===== src/rtl/count_decoder.sv =====
// Down-counter zero detector with reload decode, sequence checking and period measurement.
// Optional feature macro: PERIOD_MEAS_EN enables the period counter and period outputs.
module count_decoder (
  input  logic       clk,
  input  logic       reset,
  input  logic [3:0] count_in,
  input  logic       err_clr,
  output logic       tick,
  output logic [1:0] code_out,
  output logic       code_valid,
  output logic [4:0] period_out,
  output logic       period_valid,
  output logic       err,
  output logic       synced
);

  typedef enum logic [1:0] {
    IDLE  = 2'd0,
    LOAD  = 2'd1,
    TRACK = 2'd2
  } state_t;

  state_t     state;
  logic [3:0] prev;
  logic       zero;
  logic       legal;
  logic [1:0] dec;
  logic       step_ok;

  assign zero    = (count_in == 4'd0);
  assign step_ok = (count_in == (prev - 4'd1));

  always_comb begin
    legal = 1'b0;
    dec   = 2'b00;
    unique case (1'b1)
      (count_in == 4'd3): begin
        legal = 1'b1;
        dec   = 2'b00;
      end
      (count_in == 4'd15): begin
        legal = 1'b1;
        dec   = 2'b01;
      end
      (count_in == 4'd10): begin
        legal = 1'b1;
        dec   = 2'b10;
      end
      default: ;
    endcase
  end

  // An error raised in the same cycle as err_clr wins.
  always_ff @(posedge clk or negedge reset) begin
    if (!reset) begin
      state      <= IDLE;
      prev       <= 4'd10;
      tick       <= 1'b0;
      code_out   <= 2'b10;
      code_valid <= 1'b0;
      err        <= 1'b0;
      synced     <= 1'b0;
    end else begin
      prev       <= count_in;
      tick       <= zero;
      code_valid <= 1'b0;
      if (err_clr)
        err <= 1'b0;
      unique case (state)
        IDLE: begin
          synced <= 1'b0;
          if (zero)
            state <= LOAD;
        end
        LOAD: begin
          if (legal) begin
            state      <= TRACK;
            synced     <= 1'b1;
            code_out   <= dec;
            code_valid <= 1'b1;
          end else if (zero) begin
            state  <= LOAD;
            synced <= 1'b0;
            err    <= 1'b1;
          end else begin
            state  <= IDLE;
            synced <= 1'b0;
            err    <= 1'b1;
          end
        end
        TRACK: begin
          if (zero) begin
            state  <= LOAD;
            synced <= 1'b0;
          end else if (!step_ok) begin
            state  <= IDLE;
            synced <= 1'b0;
            err    <= 1'b1;
          end else begin
            synced <= 1'b1;
          end
        end
        default: begin
          state  <= IDLE;
          synced <= 1'b0;
        end
      endcase
    end
  end

`ifdef PERIOD_MEAS_EN
  logic [4:0] pcnt;
  logic [4:0] pcnt_inc;

  assign pcnt_inc = (pcnt == 5'd31) ? 5'd31 : pcnt + 5'd1;

  // The first zero after IDLE only starts the count.
  always_ff @(posedge clk or negedge reset) begin
    if (!reset) begin
      pcnt         <= 5'd0;
      period_out   <= 5'd0;
      period_valid <= 1'b0;
    end else begin
      period_valid <= 1'b0;
      pcnt         <= zero ? 5'd0 : pcnt_inc;
      if (zero && (state != IDLE)) begin
        period_out   <= pcnt_inc;
        period_valid <= 1'b1;
      end
    end
  end
`else
  assign period_out   = 5'd0;
  assign period_valid = 1'b0;
`endif

endmodule


===== config.mk =====
export PLATFORM = sky130hd
export DESIGN_NAME = count_decoder
export DESIGN_NICKNAME = d
export VERILOG_FILES = /design/src/rtl/count_decoder.sv
export SDC_FILE = /design/constraint.sdc
export NUM_CORES = 1
export LEC_CHECK = 0
export BUFFER_PORTS_ARGS = -buffer_cell sky130_fd_sc_hd__buf_2
export CAP_MARGIN = 25
export CELL_PAD_IN_SITES_DETAIL_PLACEMENT = 0
export CELL_PAD_IN_SITES_GLOBAL_PLACEMENT = 1
export CORE_MARGIN = 8
export CORE_UTILIZATION = 41
export CTS_BUF_LIST = sky130_fd_sc_hd__clkbuf_16
export DETAILED_ROUTE_END_ITERATION = 7
export PLACE_DENSITY_LB_ADDON = 0.1
export SYNTH_ARGS = -nofsm -noshare
export SYNTH_HDL_FRONTEND = slang
export SYNTH_SLANG_ARGS = --single-unit

===== constraint.sdc =====
create_clock -name clk -period 4.3 [get_ports clk]
set_input_delay 0.43 -clock clk [delete_from_list [all_inputs] [get_ports clk]]
set_output_delay 0.43 -clock clk [all_outputs]
set_load 0.01 [all_outputs]

-- Word-level counts from Yosys, hierarchy flattened
Index checks and enable logic that the tools add are counted.
- flip-flop bits (word level): 12
- input port bits: 7
- output and inout port bits: 12
- word-level logic and storage cells: 39
- add/sub/neg operators: 1
- equal/unequal tests: 8
- multiplexer cells: 18
- reductions and logical operators: 5
- operators by type and width (kind ; number):
    2-to-1 mux 1 bit ; 10
    == test 4 bit, second input constant ; 2
    2-to-1 mux 2 bit ; 4
    case mux 2 bit (3 select lines) ; 1
    == test 4 x 2 -> 1 bit, second input constant ; 1
    == test 4 bit ; 1
    zero test 4 bit ; 1
    case mux 1 bit (2 select lines) ; 2
    case mux 2 bit (2 select lines) ; 1
    AND reduction 2 bit ; 2
    subtractor 4 x 1 -> 4 bit, second input constant ; 1
    != test 3 bit, second input constant ; 1
    OR reduction 3 bit ; 1
    == test 2 x 1 -> 1 bit, second input constant ; 1
    == test 2 bit, second input constant ; 1
    zero test 2 bit ; 1
    != test 2 bit, second input constant ; 1

-- Logic depth before layout (Yosys ltp)
Gate-level depths: netlist (run 1).
- depth after elaboration: 5
- mapped depth: 6
- mapped depth without buffers: 6

-- Worst setup path before layout (run 1)
OpenSTA, ideal clock, no wires.
- kind: reg2reg
- from: register prev[1]
- to: register state[1]
- library setup time: 0.125 ns
- data arrival time: 1.679 ns
- required time: 4.175 ns
- slack: 2.497 ns
- stages on the path, launching flop included: 7
- path buffers: 0
- period minus slack after synthesis: 1.803 ns
- cell sequence: dfstp_2 inv_1 ha_1 xor2_1 nand3_1 o31ai_1 mux2_2
- word-level cells in the longest chain between the ends: 4
- RTL lines (element ; RTL line ; RTL):
    from (decl) ; 24 ; logic [3:0] prev;
    from (signal assigned) ; 64 ; prev <= count_in;
    subtractor 4 x 1 -> 4 bit ; 31 ; assign step_ok = (count_in == (prev - 4'd1));
    == test 4 bit ; 31 ;
    != test 3 bit (no source line) ; - ;
    AND reduction 2 bit (no source line) ; - ;
    to (signal assigned) ; 56 ; state <= IDLE;
    to (signal assigned) ; 73 ; state <= LOAD;
    to (signal assigned) ; 77 ; state <= TRACK;
    to (decl) ; 23 ; state_t state;
Every way passes these cells.
A chain may end at the register's enable or synchronous reset.

-- Worst setup path in the final report (run 1)
Same ends and word-level chain as after synthesis.

==> results of run 1 <==
cells in the mapped netlist (all sizes together) (2+ instances only):
library cell,instances,area (um2)
dfrtp,9,225
inv,8,30.0
buf,7,50.0
ha,5,62.6
nand2,5,26.3
nor2,4,15.0
nor3,4,25.0
dfstp,3,78.8
xnor2,3,26.3
a21oi,2,10.0
nand3,2,10.0
o21ai,2,10.0
o2bb2ai,2,17.5
o311ai,2,17.5
xor2,2,17.5
registers in the layout (all words and copies together) (netlist names):
| name | cells |
|---|---|
| prev | 4 |
| code_out | 2 |
| state | 2 |
| code_valid | 1 |
| err | 1 |
| synced | 1 |
| tick | 1 |
per-layer routing:
metal / global-route usage / vias to the layer above / wire, um
met3: 0.0265 / 4 / 86
met5: 0 / - / 0
met4: 0.0629 / 0 / 28
li1: - / 258 / -
met1: 0.115 / 235 / 648
met2: 0.145 / 14 / 699
per-stage QoR:
stage          setup WS, ps  hold WS, ps
2_1_floorplan          2500          134
3_3_place_gp           2390          326
6_report               2380         61.0
4_1_cts                2380         75.1
5_1_grt                2300         84.4
3_5_place_dp           2380          327
final timing paths:
check | slack (ps) | to
setup / recovery | 2380 | state[1]
hold / removal | 60 | prev[2]
setup reg to reg | 2380 | state[1]
hold reg to reg | 490 | code_out[1]
max in group asynchronous | 3970 | code_out[1]
min in group clk | 350 | prev[1]
final cells by class:
type | count | area [um2]
fillers | 171 | 847
clock buffers | 3 | 75.1
inverters | 8 | 30.0
flip-flops and latches | 12 | 304
repair buffers | 12 | 60.1
well taps | 17 | 21.3
multi-input cells | 48 | 348
clock inverters | 1 | 3.75
cells in the final DEF, fill, tap and decap left out, types with 2 or more instances in the layout:
cell,count
o21ai_0,2
conb_1,6
nor2_1,4
dfstp_2,3
o2bb2ai_1,2
nand3_1,2
xnor2_1,3
inv_1,8
xor2_1,2
buf_2,12
clkbuf_16,3
ha_1,5
dfrtp_1,9
nor3_1,3
a21oi_1,2
nand2_1,4
o311ai_0,2
report_power, final:
group | switching (mW) | internal [mW] | leakage (nW)
Clock | 0.0473 | 0.122 | 0.0385
Sequential | 0.0147 | 0.132 | 0.147
Combinational | 0.0628 | 0.0464 | 0.229
Total | 0.125 | 0.301 | 0.414
logic make-up (layout without fill, tap and decap cells):
kind of cell	Yosys count	in the layout	synth area share
AND/OR/NAND/NOR	17	17	0.127
buffers and inverters	16	24	0.118
AO/OA/AOI/OAI	13	13	0.131
flip-flops	12	12	0.423
XOR/XNOR	6	6	0.0923
adder cells (fa/ha/maj)	5	5	0.0871
other	1	6	0.00522
multiplexers	1	1	0.0157
==> flow_metrics.py, run 1 <==
metrics = {
    "worst_setup_path": {
        "crit_arrival_ps": 2040,
        "reg2regPathDepth": 6,
        "critPathSlowestCell": "dfstp_2",
        "end_kind": "flop",
        "r2r_start": "prev[1]",
        "crit_family": "flip-flops",
        "path_buf_inv": 1,
        "startpoint": "prev[1]",
        "critical_path_cell_count": 6,
        "crit_type": "flop to flop",
        "crit_fanout": 3,
        "path_cells": "inv_1 -> ha_1 -> xnor3_1 -> nand3_1 -> o31ai_1 -> mux2_2",
        "worst_setup_path_start_kind": "flop",
        "cpPeakStageDelay_ps": 520,
        "crit_required_ps": 4420,
    },
    "sta": {
        "fin_setup_tns_ps": 0,
        "fin_crit_sh": 0.447,
        "setup_viol": 0,
        "slew_viol_final": 0,
        "clock.fmax_mhz": 520,
        "hold_violations": 0,
        "fin_skew_ps": 3.12,
        "rsz0062_at_grt": "false",
        "min_period_ps": 1920,
    },
    "clocking": {
        "post_cts_buffers": 0,
        "hold_buffers": 0,
        "cts_tree": "done",
        "cts_buffers": 3,
        "clkLatencyLatePin_ps": 240,
        "htree_levels": 1,
        "cts_resized": 0,
        "path_clk_slew_ps": 40,
        "clockBufferDepth": 2,
        "cts-root-buf": "clkbuf_16",
        "cts_sinks": 12,
    },
    "route": {
        "wl_per_cell_um": 14.5,
        "vias": 511,
        "drt-total-wl_um": 1460,
        "firstDrtPassIters": 3,
        "vias_per_cell": 5.06,
        "drtIter0Drc": 3,
        "ant_nets": 0,
        "drt_drc_violations_left": 0,
    },
    "placement": {
        "place_area_um2": 763,
        "dp.final_hpwl_um": 1090,
        "place_congestion": 0.719,
        "numPortBuffers": 12,
        "post-place-cells": 97,
    },
    "grt": {
        "grt_pass1_vias": 524,
        "overflow": 0,
        "grt_pass1_wl_um": 2450,
        "grt_usage": 0.0955,
        "antenna_found_initial": 0,
        "grt_max_degree": 13,
    },
    "layout": {
        "drive_above_1_share": 0.250,
        "stdcell_area_um2": 842,
        "final_cells": 101,
        "n_antenna_cell": 0,
        "fin_nets": 97,
        "area_delta_synth_final_pct": 17.2,
        "fin_util": 0.499,
    },
    "yosys": {
        "yosys_warnings": 0,
        "syn_inst": 71,
        "yosysSeqAreaShare": 0.423,
        "synth_area_um2": 718,
        "synthFlopType": "dfrtp_1",
        "synth-seq-cells": 12,
        "synth-edff-count": 0,
        "async_flop_share": 1.00,
        "yosysUniqueCellTypes": 29,
        "syn_avg_cell_area_um2": 10.1,
    },
    "die": {
        "ios": 19,
        "dieHeight_um": 57.9,
        "rows": 15,
        "dieArea_um2": 3350,
        "initial_core_util": 0.425,
        "die_width_um": 57.9,
        "core_um2": 1690,
    },
    "status": {
        "outcome": "finished, final reports clean",
    },
    "hold_path": {
        "hold_path_class": "input port to async pin",
    },
    "pwr": {
        "peakVddDrop_mv": 0.296,
        "p_per_area_nw_per_um2": 505,
        "p_leak_nw": 0.414,
        "p_total_uw": 425,
    },
    "flow_run": {
        "max_cap_viol_count": 0,
    },
}
No activity file was read; power rests on OpenSTA's default activity.
==> run 2, diff against run 1 <==
--- a/config.mk
+++ b/config.mk
@@ -10,7 +10,7 @@
 export CELL_PAD_IN_SITES_DETAIL_PLACEMENT = 0
 export CELL_PAD_IN_SITES_GLOBAL_PLACEMENT = 1
 export CORE_MARGIN = 8
-export CORE_UTILIZATION = 41
+export CORE_UTILIZATION = 34
 export CTS_BUF_LIST = sky130_fd_sc_hd__clkbuf_16
 export DETAILED_ROUTE_END_ITERATION = 7
 export PLACE_DENSITY_LB_ADDON = 0.1
==> constraint.sdc (replaced) <==
create_clock -name clk -period 1.6 [get_ports clk]
set_input_delay 0.16 -clock clk [delete_from_list [all_inputs] [get_ports clk]]
set_output_delay 0.16 -clock clk [all_outputs]
set_load 0.01 [all_outputs]
==> run 2 against run 1 <==
Effect of this change: the flow now finishes with violations (setup timing); first-iteration DRC count rose to 3.3 times the previous value; final area rose by 16%; clock skew shrank 2.4 ps; sequential share of layout area down 4.9 points; setup slack lost 2500 ps; maximum frequency up 11%; die area rose by 15%; global-route usage grew 0.054 points; wire length grew 5.3%; cell count increased by 19%; count of clock-buffer cells in the layout is the same; largest power group unchanged.
==> flow_metrics.py, run 2 (synthesized netlist as in run 1, its figures left out) <==
metrics = {
    "grt": {
        "antenna_found_initial": 0,
        "grt_pass1_wl_um": 2680,
        "grt_usage": 0.0960,
        "overflow": 0,
        "grt_pass1_vias": 583,
        "grt_max_degree": 13,
    },
    "pwr": {
        "p_switching_uw": 370,
        "p_clk_frac": 0.375,
        "power_frac_seq": 0.321,
        "p_sw_frac": 0.303,
        "peakVddDrop_mv": 0.828,
        "p_per_area_nw_per_um2": 1250,
        "p_total_mw": 1.22,
        "p_int_uw": 851,
        "p_leak_nw": 0.473,
        "combPwrFrac": 0.304,
    },
    "status": {
        "violations": "setup timing",
        "outcome": "finished with violations",
    },
    "layout": {
        "final_common_cell": "buf_2",
        "n_antenna_cell": 0,
        "drive_above_1_share": 0.366,
        "reg.largest.list": "prev: 4 flops, code_out: 2 flops, state: 2 flops",
        "top_register": "prev",
        "largest_reg_flops": 4,
        "area_delta_synth_final_pct": 35.5,
        "fin_nets": 106,
        "layout_common_cells": "buf_2 (12), dfrtp_1 (9), buf_4 (8)",
    },
    "clocking": {
        "cts_tree": "done",
        "cts-root-buf": "clkbuf_16",
        "clkLatencyLatePin_ps": 240,
        "clockBufferDepth": 2,
        "cts_buffers": 3,
        "htree_levels": 1,
        "path_clk_slew_ps": 40,
        "cts_sinks": 12,
    },
    "route": {
        "highest-signal-layer": "met4",
        "wl_per_cell_um": 12.8,
        "drt-total-wl_um": 1540,
        "vias": 558,
        "firstDrtPassIters": 4,
        "dr_wl_met2_um": 669,
        "wl_met3_um": 132,
        "vias_per_cell": 4.65,
        "wl_met1_um": 714,
        "ant_nets": 0,
        "drtIter0Drc": 10,
        "drt_drc_violations_left": 0,
    },
    "die": {
        "core_um2": 1980,
        "rows": 16,
        "dieArea_um2": 3840,
        "initial_core_util": 0.362,
        "ios": 19,
        "dieHeight_um": 62.0,
        "die_width_um": 62.0,
    },
    "sta": {
        "slew_viol_final": 0,
        "hold_violations": 0,
        "rsz0062_at_grt": "true",
        "setup_viol": 3,
        "fin_skew_ps": 0.711,
        "final.setup.worst_slack_ps": -126,
        "fin_crit_sh": 1.08,
        "fin_setup_tns_ps": -252,
        "clock.fmax_mhz": 579,
        "worst_hold_slack_ps": 86.0,
        "min_period_ps": 1730,
    },
    "hold_path": {
        "hold_path_class": "input port to flop",
    },
    "worst_setup_path": {
        "crit_arrival_ps": 1850,
        "crit_type": "flop to flop",
        "crit_required_ps": 1720,
        "worst_setup_path_start_kind": "flop",
        "end_kind": "flop",
        "crit_fanout": 2,
    },
    "flow_run": {
        "max_cap_viol_count": 0,
    },
    "placement": {
        "numPortBuffers": 12,
        "place_congestion": 0.727,
        "dp.final_hpwl_um": 1140,
    },
}
-- run 2: changes by cell type in the layout (fill, tap and decap cells not counted), sizes merged --
cell         delta
buf             +8
dlygate4sd3     +1
-- run 2: path summary, 6_finish.rpt --
check / end / from / depth (start not counted) / slack, ps
hold reg to reg: code_out[1] / code_out[1] / 1 / 490
setup / recovery: state[1] / prev[1] / 6 / -130
hold / removal: prev[2] / count_in[2] / 1 / 90
setup reg to reg: state[1] / prev[1] / 6 / -130
min in group asynchronous: tick / reset / 2 / 340
max in group asynchronous: code_out[1] / reset / 2 / 980
-- run 2: timing repair --
action                                 in CTS  in global routing
cloned                                      0                  0
setup endpoints to repair                   3                  4
setup buffers                               0                  0
hold buffers                                1                  0
pin swaps                                   0                  2
gates resized for setup                     4                  2
endpoints found under the hold margin       9                  0
-- run 2: per-stage QoR --
stage / setup WS [ps] / util / area (um2) / std cells
5_1_grt: -178 / 0.491 / 973 / 120
4_1_cts: -160 / 0.483 / 957 / 120
3_5_place_dp: -185 / 0.431 / 853 / 115
6_report: -126 / 0.491 / 973 / 120
3_3_place_gp: -141 / 0.431 / 853 / 115
2_1_floorplan: -136 / - / 754 / 76
-- run 2: power by group through the flow --
stage	logic (mW)	clock network, mW	registers (mW)
detailed placement	0.327	0	0.393
global route	0.409	0.498	0.399
finish	0.371	0.458	0.392
CTS	0.354	0.473	0.391
floorplan	0.212	0	0.401
global placement	0.321	0	0.394
-- run 2: critical path, cell delays in order, from the launching register on --
cell and delay [ps]:
dfstp_2 530, inv_2 40, ha_4 260, xor2_2 140
nand3_2 120, o31ai_4 200, mux2_4 320
-- run 2: cell type report --
class | instances | area (um2)
well taps | 27 | 33.8
repair buffers | 21 | 130
flip-flops and latches | 12 | 304
inverters | 8 | 30.0
multi-input cells | 48 | 397
clock inverters | 1 | 3.75
fillers | 187 | 1010
clock buffers | 3 | 75.1
-- run 2: metal layers --
layer,GRT usage,up-vias
li1,-,272
met1,0.113,264
met2,0.147,18
met3,0.0432,4
met4,0.0390,0
met5,0,-
==> run 3, diff against run 2 <==
--- a/config.mk
+++ b/config.mk
@@ -13,6 +13,7 @@
 export CORE_UTILIZATION = 34
 export CTS_BUF_LIST = sky130_fd_sc_hd__clkbuf_16
 export DETAILED_ROUTE_END_ITERATION = 7
+export GPL_TIMING_DRIVEN = 0
 export PLACE_DENSITY_LB_ADDON = 0.1
 export SYNTH_ARGS = -nofsm -noshare
 export SYNTH_HDL_FRONTEND = slang
==> run 3 against run 2 <==
Effect of this change: cell count increased by 0.83%; wire length decreased by 2.4%; critical path depth unchanged; first-iteration DRC count decreased by 20%; combinational power decreased by 4%; maximum frequency decreased by 1.8%; the flow still finishes with violations (setup timing); utilization decreased by 0.19 points; register-to-register slack got worse by 30 ps; die area unchanged.
==> flow_metrics.py, run 3 (synthesized netlist as in run 1, its figures left out) <==
metrics = {
    "worst_setup_path": {
        "path_buf_inv": 1,
        "startpoint": "prev[1]",
        "crit_fanout": 2,
        "r2r_start": "prev[1]",
        "reg2regPathDepth": 6,
        "crit_family": "flip-flops",
        "crit_required_ps": 1720,
        "worst_setup_path_start_kind": "flop",
        "cpPeakStageDelay_ps": 530,
        "r2r-end": "state[1]",
        "crit_type": "flop to flop",
        "crit_arrival_ps": 1880,
        "path_cells": "inv_2 -> ha_4 -> xor2_2 -> nand3_2 -> o31ai_4 -> mux2_4",
        "r2r_setup_slack_ps": -160,
        "critPathSlowestCell": "dfstp_2",
        "end_kind": "flop",
    },
    "clocking": {
        "cts_sinks": 12,
        "htree_levels": 1,
        "cts_tree": "done",
        "clockBufferDepth": 2,
        "clkLatencyLatePin_ps": 240,
        "cts_buffers": 3,
        "path_clk_slew_ps": 40,
        "cts-root-buf": "clkbuf_16",
    },
    "status": {
        "outcome": "finished with violations",
        "violations": "setup timing",
    },
    "layout": {
        "n_fill_cell": 195,
        "stdcell_area_um2": 970,
        "area_delta_synth_final_pct": 35.0,
        "final_cells": 121,
        "final_common_cell": "buf_2",
        "layout_common_cells": "buf_2 (13), dfrtp_1 (9), inv_1 (8)",
        "n_antenna_cell": 0,
        "drive_above_1_share": 0.372,
        "largest_reg_flops": 4,
        "fin_nets": 107,
        "fin_util": 0.489,
        "regArea_um2": 304,
        "top_register": "prev",
        "multi_input_area_um2": 390,
        "reg.largest.list": "prev: 4 flops, code_out: 2 flops, state: 2 flops",
    },
    "placement": {
        "place_congestion": 0.771,
        "numPortBuffers": 12,
        "post-place-cells": 115,
        "dp.final_hpwl_um": 1140,
        "place_area_um2": 848,
        "pre_cts_slack_ps": -280,
    },
    "sta": {
        "worst_hold_slack_ps": 31.6,
        "fin_crit_sh": 1.10,
        "min_period_ps": 1760,
        "slew_viol_final": 0,
        "fin_setup_tns_ps": -295,
        "rsz0062_at_grt": "true",
        "fin_skew_ps": 0.403,
        "clock.fmax_mhz": 569,
        "hold_violations": 0,
        "final.setup.worst_slack_ps": -158,
        "setup_viol": 3,
    },
    "route": {
        "drtIter0Drc": 8,
        "drt_drc_violations_left": 0,
        "vias": 541,
        "drt-total-wl_um": 1500,
        "wl_per_cell_um": 12.4,
        "vias_per_cell": 4.47,
        "firstDrtPassIters": 2,
        "ant_nets": 0,
    },
    "grt": {
        "grt_pass1_wl_um": 2420,
        "overflow": 0,
        "antenna_found_initial": 0,
        "grt_usage": 0.0863,
        "grt_max_degree": 13,
        "grt_pass1_vias": 523,
    },
    "pwr": {
        "power_frac_seq": 0.328,
        "p_leak_nw": 0.475,
        "p_per_area_nw_per_um2": 1230,
        "p_total_mw": 1.19,
        "p_sw_frac": 0.295,
        "p_int_uw": 843,
        "p_clk_frac": 0.373,
        "p_switching_uw": 352,
        "combPwrFrac": 0.299,
        "peakVddDrop_mv": 0.810,
    },
    "hold_path": {
        "worstHoldPathCells": 1,
        "hold_path_class": "input port to flop",
        "hp-start": "count_in[3]",
        "holdPathEnd": "prev[3]",
    },
    "die": {
        "ios": 19,
        "dieHeight_um": 62.0,
        "rows": 16,
        "die_width_um": 62.0,
        "core_um2": 1980,
        "initial_core_util": 0.362,
        "dieArea_um2": 3840,
    },
    "flow_run": {
        "max_cap_viol_count": 0,
    },
}
[run 3: timing repair]
action / CTS / global route
resized for setup: 3 / 2
cloned: 0 / 0
setup endpoints to repair: 1 / 4
pin swaps: 1 / 2
hold buffers: 1 / 0
buffers inserted: 0 / 1
endpoints found under the hold margin: 9 / 0
[run 3: cell type report]
cell class	count	area share
plain buffers	8	0.0568
clock buffers	3	0.0774
clock inverters	1	0.00387
inverters	8	0.0310
multi-input cells	48	0.403
flip-flops and latches	12	0.314
well taps	27	0.0348
repair buffers	14	0.0800
[run 3: power groups by stage]
stage	logic [mW]	registers, mW	clock network [mW]
global placement	0.310	0.393	0
floorplan	0.212	0.401	0
detailed placement	0.315	0.395	0
finish	0.357	0.391	0.446
global route	0.398	0.399	0.474
CTS	0.350	0.391	0.458
[run 3: worst register-to-register path, cell delays in order (launching register included)]
cell and delay (ps):
dfstp_2 530, inv_2 40, ha_4 260, xor2_2 140, nand3_2 130, o31ai_4 220
mux2_4 320
[run 3: per-layer routing]
metal / share of wire / global-route usage / vias to the layer above / wire length, um
met5: 0 / 0 / - / 0
met4: 0.0067 / 0.0195 / 0 / 10
met3: 0.075 / 0.0453 / 2 / 113
met2: 0.44 / 0.125 / 17 / 661
met1: 0.48 / 0.110 / 249 / 717
li1: - / - / 273 / -
[run 3: worst max path at each step]
| stage | depth (start not counted) | to |
|---|---|---|
| 2_1_floorplan | 6 | state[1] |
| 3_5_place_dp | 6 | state[1] |
| 5_1_grt | 6 | state[1] |
| 3_3_place_gp | 6 | state[1] |
| 6_report | 6 | state[1] |
| 4_1_cts | 6 | state[1] |
